File: config.mk
export PLATFORM = sky130hd
export DESIGN_NAME = branch_flush_ctrl
export DESIGN_NICKNAME = d
export VERILOG_FILES = /design/src/rtl/pipe_pkg.sv /design/src/rtl/branch_cond.sv /design/src/rtl/branch_flush_ctrl.sv
export SDC_FILE = /design/constraint.sdc
export NUM_CORES = 1
export LEC_CHECK = 0
export ABC_AREA = 1
export CAP_MARGIN = 0
export CORE_AREA = 2 2 66 74
export DETAILED_ROUTE_END_ITERATION = 10
export DIE_AREA = 0 0 68 76
export PLACE_DENSITY = 0.84
export SLEW_MARGIN = 20
export SYNTH_ARGS = -nofsm -noshare
export SYNTH_HDL_FRONTEND = slang
export SYNTH_SLANG_ARGS = --single-unit
File: constraint.sdc
create_clock -name clk -period 2 [get_ports clk]
set_clock_uncertainty 0.15 [all_clocks]
set_input_delay 0.4 -clock clk [delete_from_list [all_inputs] [get_ports clk]]
set_output_delay 0.4 -clock clk [all_outputs]
set_load 0.05 [all_outputs]
File: src/rtl/pipe_pkg.sv
// ---------------------------------------------------------------------------
// pipe_pkg
// Shared definitions for the 16-bit 5-stage core's branch logic:
//   - opcode constants for the branch and halt instructions
//   - condition-code (ccc) encodings
//   - the branch/flush controller state enum
//   - bit positions inside the {Z,V,N} flag vector
// No ports (package).
// ---------------------------------------------------------------------------
package pipe_pkg;

    // Instruction opcodes (instr[15:12])
    localparam logic [3:0] OP_B   = 4'b1100;
    localparam logic [3:0] OP_BR  = 4'b1101;
    localparam logic [3:0] OP_HLT = 4'b1111;

    // Condition codes (instr[11:9])
    localparam logic [2:0] CC_NE = 3'b000;
    localparam logic [2:0] CC_EQ = 3'b001;
    localparam logic [2:0] CC_GT = 3'b010;
    localparam logic [2:0] CC_LT = 3'b011;
    localparam logic [2:0] CC_GE = 3'b100;
    localparam logic [2:0] CC_LE = 3'b101;
    localparam logic [2:0] CC_OV = 3'b110;
    localparam logic [2:0] CC_UN = 3'b111;

    // Flag vector layout: {Z,V,N}
    localparam int FLAG_Z = 2;
    localparam int FLAG_V = 1;
    localparam int FLAG_N = 0;

    typedef enum logic [1:0] {
        IDLE   = 2'b00,
        FLUSH  = 2'b01,
        HALTED = 2'b10
    } flush_state_t;

endpackage : pipe_pkg

File: src/rtl/branch_cond.sv
// ---------------------------------------------------------------------------
// branch_cond
// Purely combinational branch condition evaluation. Kept as its own block so
// a future branch predictor can evaluate conditions with the same logic.
// Ports:
//   ccc   in  3  condition code field of the branch instruction
//   flags in  3  {Z,V,N} flag register
//   cond  out 1  condition satisfied
// ---------------------------------------------------------------------------
module branch_cond
    import pipe_pkg::*;
(
    input  logic [2:0] ccc,
    input  logic [2:0] flags,
    output logic       cond
);

    logic flag_z;
    logic flag_v;
    logic flag_n;

    assign flag_z = flags[FLAG_Z];
    assign flag_v = flags[FLAG_V];
    assign flag_n = flags[FLAG_N];

    always_comb begin
        cond = 1'b0;
        case (ccc)
            CC_NE:   cond = !flag_z;
            CC_EQ:   cond = flag_z;
            CC_GT:   cond = !flag_z && !flag_n;
            CC_LT:   cond = flag_n;
            CC_GE:   cond = flag_z || (!flag_z && !flag_n);
            CC_LE:   cond = flag_n || flag_z;
            CC_OV:   cond = flag_v;
            CC_UN:   cond = 1'b1;
            default: cond = 1'b0;
        endcase
    end

endmodule : branch_cond

File: src/rtl/branch_flush_ctrl.sv
// ---------------------------------------------------------------------------
// branch_flush_ctrl
// Resolves B/BR in EX, redirects the PC and drives the flush that squashes
// wrong-path instructions in IF/ID and ID/EX (and clears the hazard unit's
// HLT shift chain). Also freezes the PC once a halt is accepted.
//
// Optional feature macro: FLUSH_STATS_EN
//   defined   -> adds flush_count[15:0], saturating count of taken branches
//   undefined -> no counter, no port
//
// Parameter:
//   FLUSH_CYCLES  cycles flush stays high after a taken branch (1..3)
// Ports:
//   clk          in   1   core clock
//   rst          in   1   asynchronous reset, active-low
//   ex_valid     in   1   ID/EX holds a real instruction
//   ex_instr     in   16  ID/EX instruction
//   ex_flags     in   3   {Z,V,N} flags as seen by EX
//   ex_pc_plus2  in   16  PC+2 of the EX instruction
//   ex_rs_data   in   16  forwarded rs value (BR target)
//   stall        in   1   hazard-unit stall (does not gate branch resolution)
//   hlt          in   1   hazard-unit sticky halt
//   pc_redirect  out  1   one-cycle pulse: load pc_target into the PC
//   pc_target    out  16  redirect address
//   flush        out  1   squash IF/ID and ID/EX
//   pc_freeze    out  1   PC write disable while halted
//   flush_count  out  16  taken-branch count (FLUSH_STATS_EN only)
// ---------------------------------------------------------------------------
module branch_flush_ctrl
    import pipe_pkg::*;
#(
    parameter int unsigned FLUSH_CYCLES = 2
) (
    input  logic        clk,
    input  logic        rst,
    input  logic        ex_valid,
    input  logic [15:0] ex_instr,
    input  logic [2:0]  ex_flags,
    input  logic [15:0] ex_pc_plus2,
    input  logic [15:0] ex_rs_data,
    input  logic        stall,
    input  logic        hlt,
    output logic        pc_redirect,
    output logic [15:0] pc_target,
    output logic        flush,
    output logic        pc_freeze
`ifdef FLUSH_STATS_EN
    ,
    output logic [15:0] flush_count
`endif
);

    // The counter holds the number of flush cycles still to come after the
    // current one, so it is loaded with FLUSH_CYCLES-1.
    localparam logic [1:0] CNT_INIT = 2'(FLUSH_CYCLES - 1);

    // The EX instruction always advances, so stall has no effect on branch
    // resolution; it is accepted only to keep the hazard-unit interface whole.
    logic unused_stall;
    assign unused_stall = stall;

    // ---- stage p0: decode and resolve in EX (combinational) ----
    logic [3:0]         opcode_p0;
    logic               is_b_p0;
    logic               is_br_p0;
    logic               cond_p0;
    logic signed [15:0] b_offset_p0;
    logic [15:0]        target_p0;
    logic               taken_p0;

    flush_state_t state_q;
    flush_state_t state_d;
    logic [1:0]   cnt_q;
    logic [1:0]   cnt_d;
    logic         vld_p1;
    logic         vld_d;
    logic [15:0]  target_p1;
    logic [15:0]  target_d;

    assign opcode_p0 = ex_instr[15:12];
    assign is_b_p0   = (opcode_p0 == OP_B);
    assign is_br_p0  = (opcode_p0 == OP_BR);

    branch_cond u_branch_cond (
        .ccc   (ex_instr[11:9]),
        .flags (ex_flags),
        .cond  (cond_p0)
    );

    // Word offset: sign-extend the 9-bit field and scale to bytes.
    assign b_offset_p0 = {{6{ex_instr[8]}}, ex_instr[8:0], 1'b0};
    assign target_p0   = is_br_p0 ? ex_rs_data
                                  : (ex_pc_plus2 + $unsigned(b_offset_p0));

    // Branches arriving during FLUSH are wrong-path; in HALTED nothing runs.
    assign taken_p0 = ex_valid && (is_b_p0 || is_br_p0) && cond_p0
                      && (state_q == IDLE);

    always_comb begin
        state_d  = state_q;
        cnt_d    = cnt_q;
        vld_d    = 1'b0;
        target_d = target_p1;
        case (state_q)
            IDLE: begin
                // A taken branch beats a concurrent halt: its flush clears
                // the pending HLT from the hazard chain.
                if (taken_p0) begin
                    state_d  = FLUSH;
                    cnt_d    = CNT_INIT;
                    vld_d    = 1'b1;
                    target_d = target_p0;
                end else if (hlt) begin
                    state_d = HALTED;
                end
            end
            FLUSH: begin
                if (cnt_q == 2'd0) begin
                    state_d = IDLE;
                end else begin
                    cnt_d = cnt_q - 2'd1;
                end
            end
            HALTED: begin
                state_d = HALTED;
            end
            default: begin
                state_d = IDLE;
            end
        endcase
    end

    // ---- stage p1: registered redirect, target and control state ----
    always_ff @(posedge clk or negedge rst) begin
        if (!rst) begin
            state_q   <= IDLE;
            cnt_q     <= 2'd0;
            vld_p1    <= 1'b0;
            target_p1 <= 16'h0000;
        end else begin
            state_q   <= state_d;
            cnt_q     <= cnt_d;
            vld_p1    <= vld_d;
            target_p1 <= target_d;
        end
    end

    assign pc_redirect = vld_p1;
    assign pc_target   = target_p1;
    assign flush       = (state_q == FLUSH);
    assign pc_freeze   = (state_q == HALTED);

`ifdef FLUSH_STATS_EN
    function automatic logic [15:0] sat_inc16(input logic [15:0] val);
        return (val == 16'hFFFF) ? val : (val + 16'd1);
    endfunction

    logic [15:0] count_q;

    always_ff @(posedge clk or negedge rst) begin
        if (!rst) begin
            count_q <= 16'h0000;
        end else if (taken_p0) begin
            count_q <= sat_inc16(count_q);
        end
    end

    assign flush_count = count_q;
`endif

endmodule : branch_flush_ctrl

==> results by group <==
Timing
  – Max-slew violations: 0
  – Worst slew pin tran: 292 ps
  – Setup TNS: 0 ps
  – Fmax: 0.505 GHz
  – Final WS setup: 20.0 ps
  – Hold Fails Final Rpt: 0
  – Setup violations, final: 0
  – Fin crit share: 0.990
  – Relative slew slack: 0.804
  – Tmin final: 1980 ps

Synthesis
  – Largest cells by area after synthesis: nand2_1 26%, dfrtp_1 25%, ha_1 8.9%
  – Share of the synthesized area in the top cell type: 0.264
  – Post-synth top area cell: nand2_1
  – Syn Inst Count: 344
  – Synth Flop Type: dfrtp_1
  – Syn nets: 416
  – Post-synthesis mux area share: 0
  – Ys Warns: 0
  – Synth Area in Simple Gates: 0.490
  – Post-Syn Area: 2100 um^2
  – Sequential area share after synthesis: 0.250
  – Main combinational cell family by area after synthesis: simple AND/OR/NAND/NOR gates
  – Top-count cell post-synth: nand2_1
  – Syn avg cell area: 6.11 um^2
  – Asr flop ratio synth: 1.00
  – Count of cell types in the netlist: 26
  – EDFF count, synth: 0
  – Synth Area in XOR/XNOR: 0.0167
  – Synth top cells by count: 148 x nand2_1, 49 x inv_1, 30 x nand3_1, 30 x nor2_1, 21 x dfrtp_1
  – Compound-Gate Fraction of Synth Area: 0.0357
  – Fraction of the mapped netlist area in adder cells: 0.0989
  – Synth Register Bits: 21

Run
  – Max-cap viol count: 0

Placed design
  – Gpl congestion: 0.915
  – Dpl hpwl: 4790 um
  – Dpl ws: -465 ps
  – Port-buffer cells: 73
  – Area after DPL: 3060 um^2

Layout
  – Antenna cells: 0
  – Util after Layout: 0.753
  – Nets: 519
  – Finished layout cell area: 3380 um^2
  – Synth-to-Final Area Change: 60.8%
  – Share of cells above drive strength 1: 0.253

Pwr
  – Sw frac: 0.365
  – Pwr Density: 428 nW/um^2
  – Tot Pwr: 1.45 mW
  – Worst VDD drop: 0.228 mV
  – Leakage: 1.86 nW
  – Net Sw Power: 0.528 mW
  – Sequential share of power: 0.315
  – Combinational Power Share: 0.496
  – Internal power: 0.918 mW
  – Clock power frac: 0.189

Global route
  – Gr ovfl total: 0
  – Vias in the first global route: 2460
  – First-pass GRT wire length: 9700 um
  – Global Route Usage Sum: 0.234
  – Largest net degree at the start of global routing: 22
  – Initial antenna violation count: 0

Clock network
  – CTS tree: built
  – Clk sinks: 21
  – Total CTS buffers: 3
  – Hold buffer count at CTS: 0
  – Buffers from clock root to sink, at most: 2
  – Clock slew at reported path FFs: 70 ps
  – Clock insertion delay at the later pin of the skew report: 260 ps
  – H-tree depth: 1
  – Clock root cell: clkbuf_8

Route
  – Post-Route WL: 6500 um
  – Drt first-iter violations: 136
  – Wirelength per Cell: 12.9 um
  – Via Count: 2539
  – First-pass iteration count of the detailed router: 4
  – Via density: 5.06
  – DRC: 0
  – Post-route ant nets: 0

Floorplanning
  – Die Height: 76 um
  – I/O pin count: 75
  – Die W: 68 um
  – Core area: 4490 um^2
  – Starting Density: 0.468
  – Die area: 5170 um^2
  – Placement Rows: 26

Worst hold path
  – Hold Crit Class: in2async

Worst setup path
  – Most used cell, CP: nand2_1
  – R2r worst-path depth: 6
  – Crit-path max FO: 4
  – Critical Setup Path Class: in2reg
  – Critical Path, Cell by Cell: clkdlybuf4s50_1 > ha_4 > nand2_1 > inv_1 > nand2_1 > nand2_1 > nand2_1 > nand3_1 > nand2_1 > nand3_1 > nand2_1 > nand2_1
  – Crit path DAT: 1990 ps
  – Crit path largest cell delay: 510 ps
  – CP Data Required Time: 2010 ps
  – CP Capture Type: flip-flop
  – Critical path's slowest cell: clkdlybuf4s50_1
  – CP Launch Type: input port

Run status
  – Outcome: finished clean
-- kinds of logic after synthesis --
kind of cell | count (synthesis)
adders and majority gates | 16
AOI/OAI and AO/OA | 15
buffers and inverters | 56
and+or+nand+nor | 232
DFF | 21
xor gates and xnor gates | 4
-- sequential cells by signal, indices dropped and copies added, names as in the netlist --
register / cells
cnt_q: 2
pc_redirect: 1
pc_target: 16
state_q: 2
-- layer usage --
metal  up-vias  share of wire  global-route usage
met1      1155           0.37               0.262
li1       1263              -                   -
met4         0          0.037               0.114
met2        97           0.53               0.422
met3        24          0.057              0.0222
met5         -              0                   0
-- power by group through the flow --
stage | logic, mW | registers [mW] | clock network, mW
after floorplan | 0.274 | 0.526 | 0
after global placement | 0.594 | 0.462 | 0
after detailed placement | 0.611 | 0.463 | 0
after CTS | 0.634 | 0.455 | 0.279
after global routing | 0.781 | 0.457 | 0.289
final | 0.718 | 0.455 | 0.273
-- per-stage QoR --
stage | instances | hold slack (ps)
2_1_floorplan | 344 | -45.6
3_3_place_gp | 496 | 314
3_5_place_dp | 496 | 316
4_1_cts | 500 | 334
5_1_grt | 502 | 350
6_report | 502 | 327
-- worst max-delay path: cells and delay by family --
kind	cells	cell delay (ps)
buf+inv	2	600
fa+ha+maj	1	240
simple gates	9	750
-- final cells by class --
type | count | area (um^2)
inverters | 51 | 191
fillers | 339 | 1110
well taps | 56 | 70.1
clock buffers | 4 | 45.0
multi-input cells | 267 | 1590
repair buffers | 103 | 961
flip-flops and latches | 21 | 526
-- worst paths after layout --
| path | from | to | slack [ps] |
|---|---|---|---|
| min | rst | pc_target[5]$_DFFE_PN0P_ | 330 |
| min reg2reg | pc_target[7]$_DFFE_PN0P_ | pc_target[7]$_DFFE_PN0P_ | 330 |
| max | ex_pc_plus2[6] | pc_target[12]$_DFFE_PN0P_ | 20 |
| min in group clk | pc_target[7]$_DFFE_PN0P_ | pc_target[7]$_DFFE_PN0P_ | 330 |
| max in group asynchronous | rst | cnt_q[1]$_DFFE_PN0P_ | 1160 |
| max reg2reg | state_q[1]$_DFFE_PN0P_ | cnt_q[0]$_DFFE_PN0P_ | 470 |
-- layout by cell type (no fill, tap or decap), drive strengths merged --
cell / n
dlygate4sd2: 3
and2: 2
nand3b: 1
xor2: 2
or2: 4
xnor2: 2
nor2: 33
nand2: 153
dfrtp: 21
dlymetal6s2s: 8
clkdlybuf4s50: 42
buf: 49
a21oi: 9
nand3: 31
inv: 51
nor3: 1
ha: 15
nand4: 6
o21ai: 6
fa: 1
clkbuf: 5
nor3b: 1
-- repair_timing --
action,CTS,global route
endpoints found under the setup margin,11,12
resized for setup,20,42
pin swaps,3,11
buffers inserted,0,2
Power figures use the tool's default switching activity.
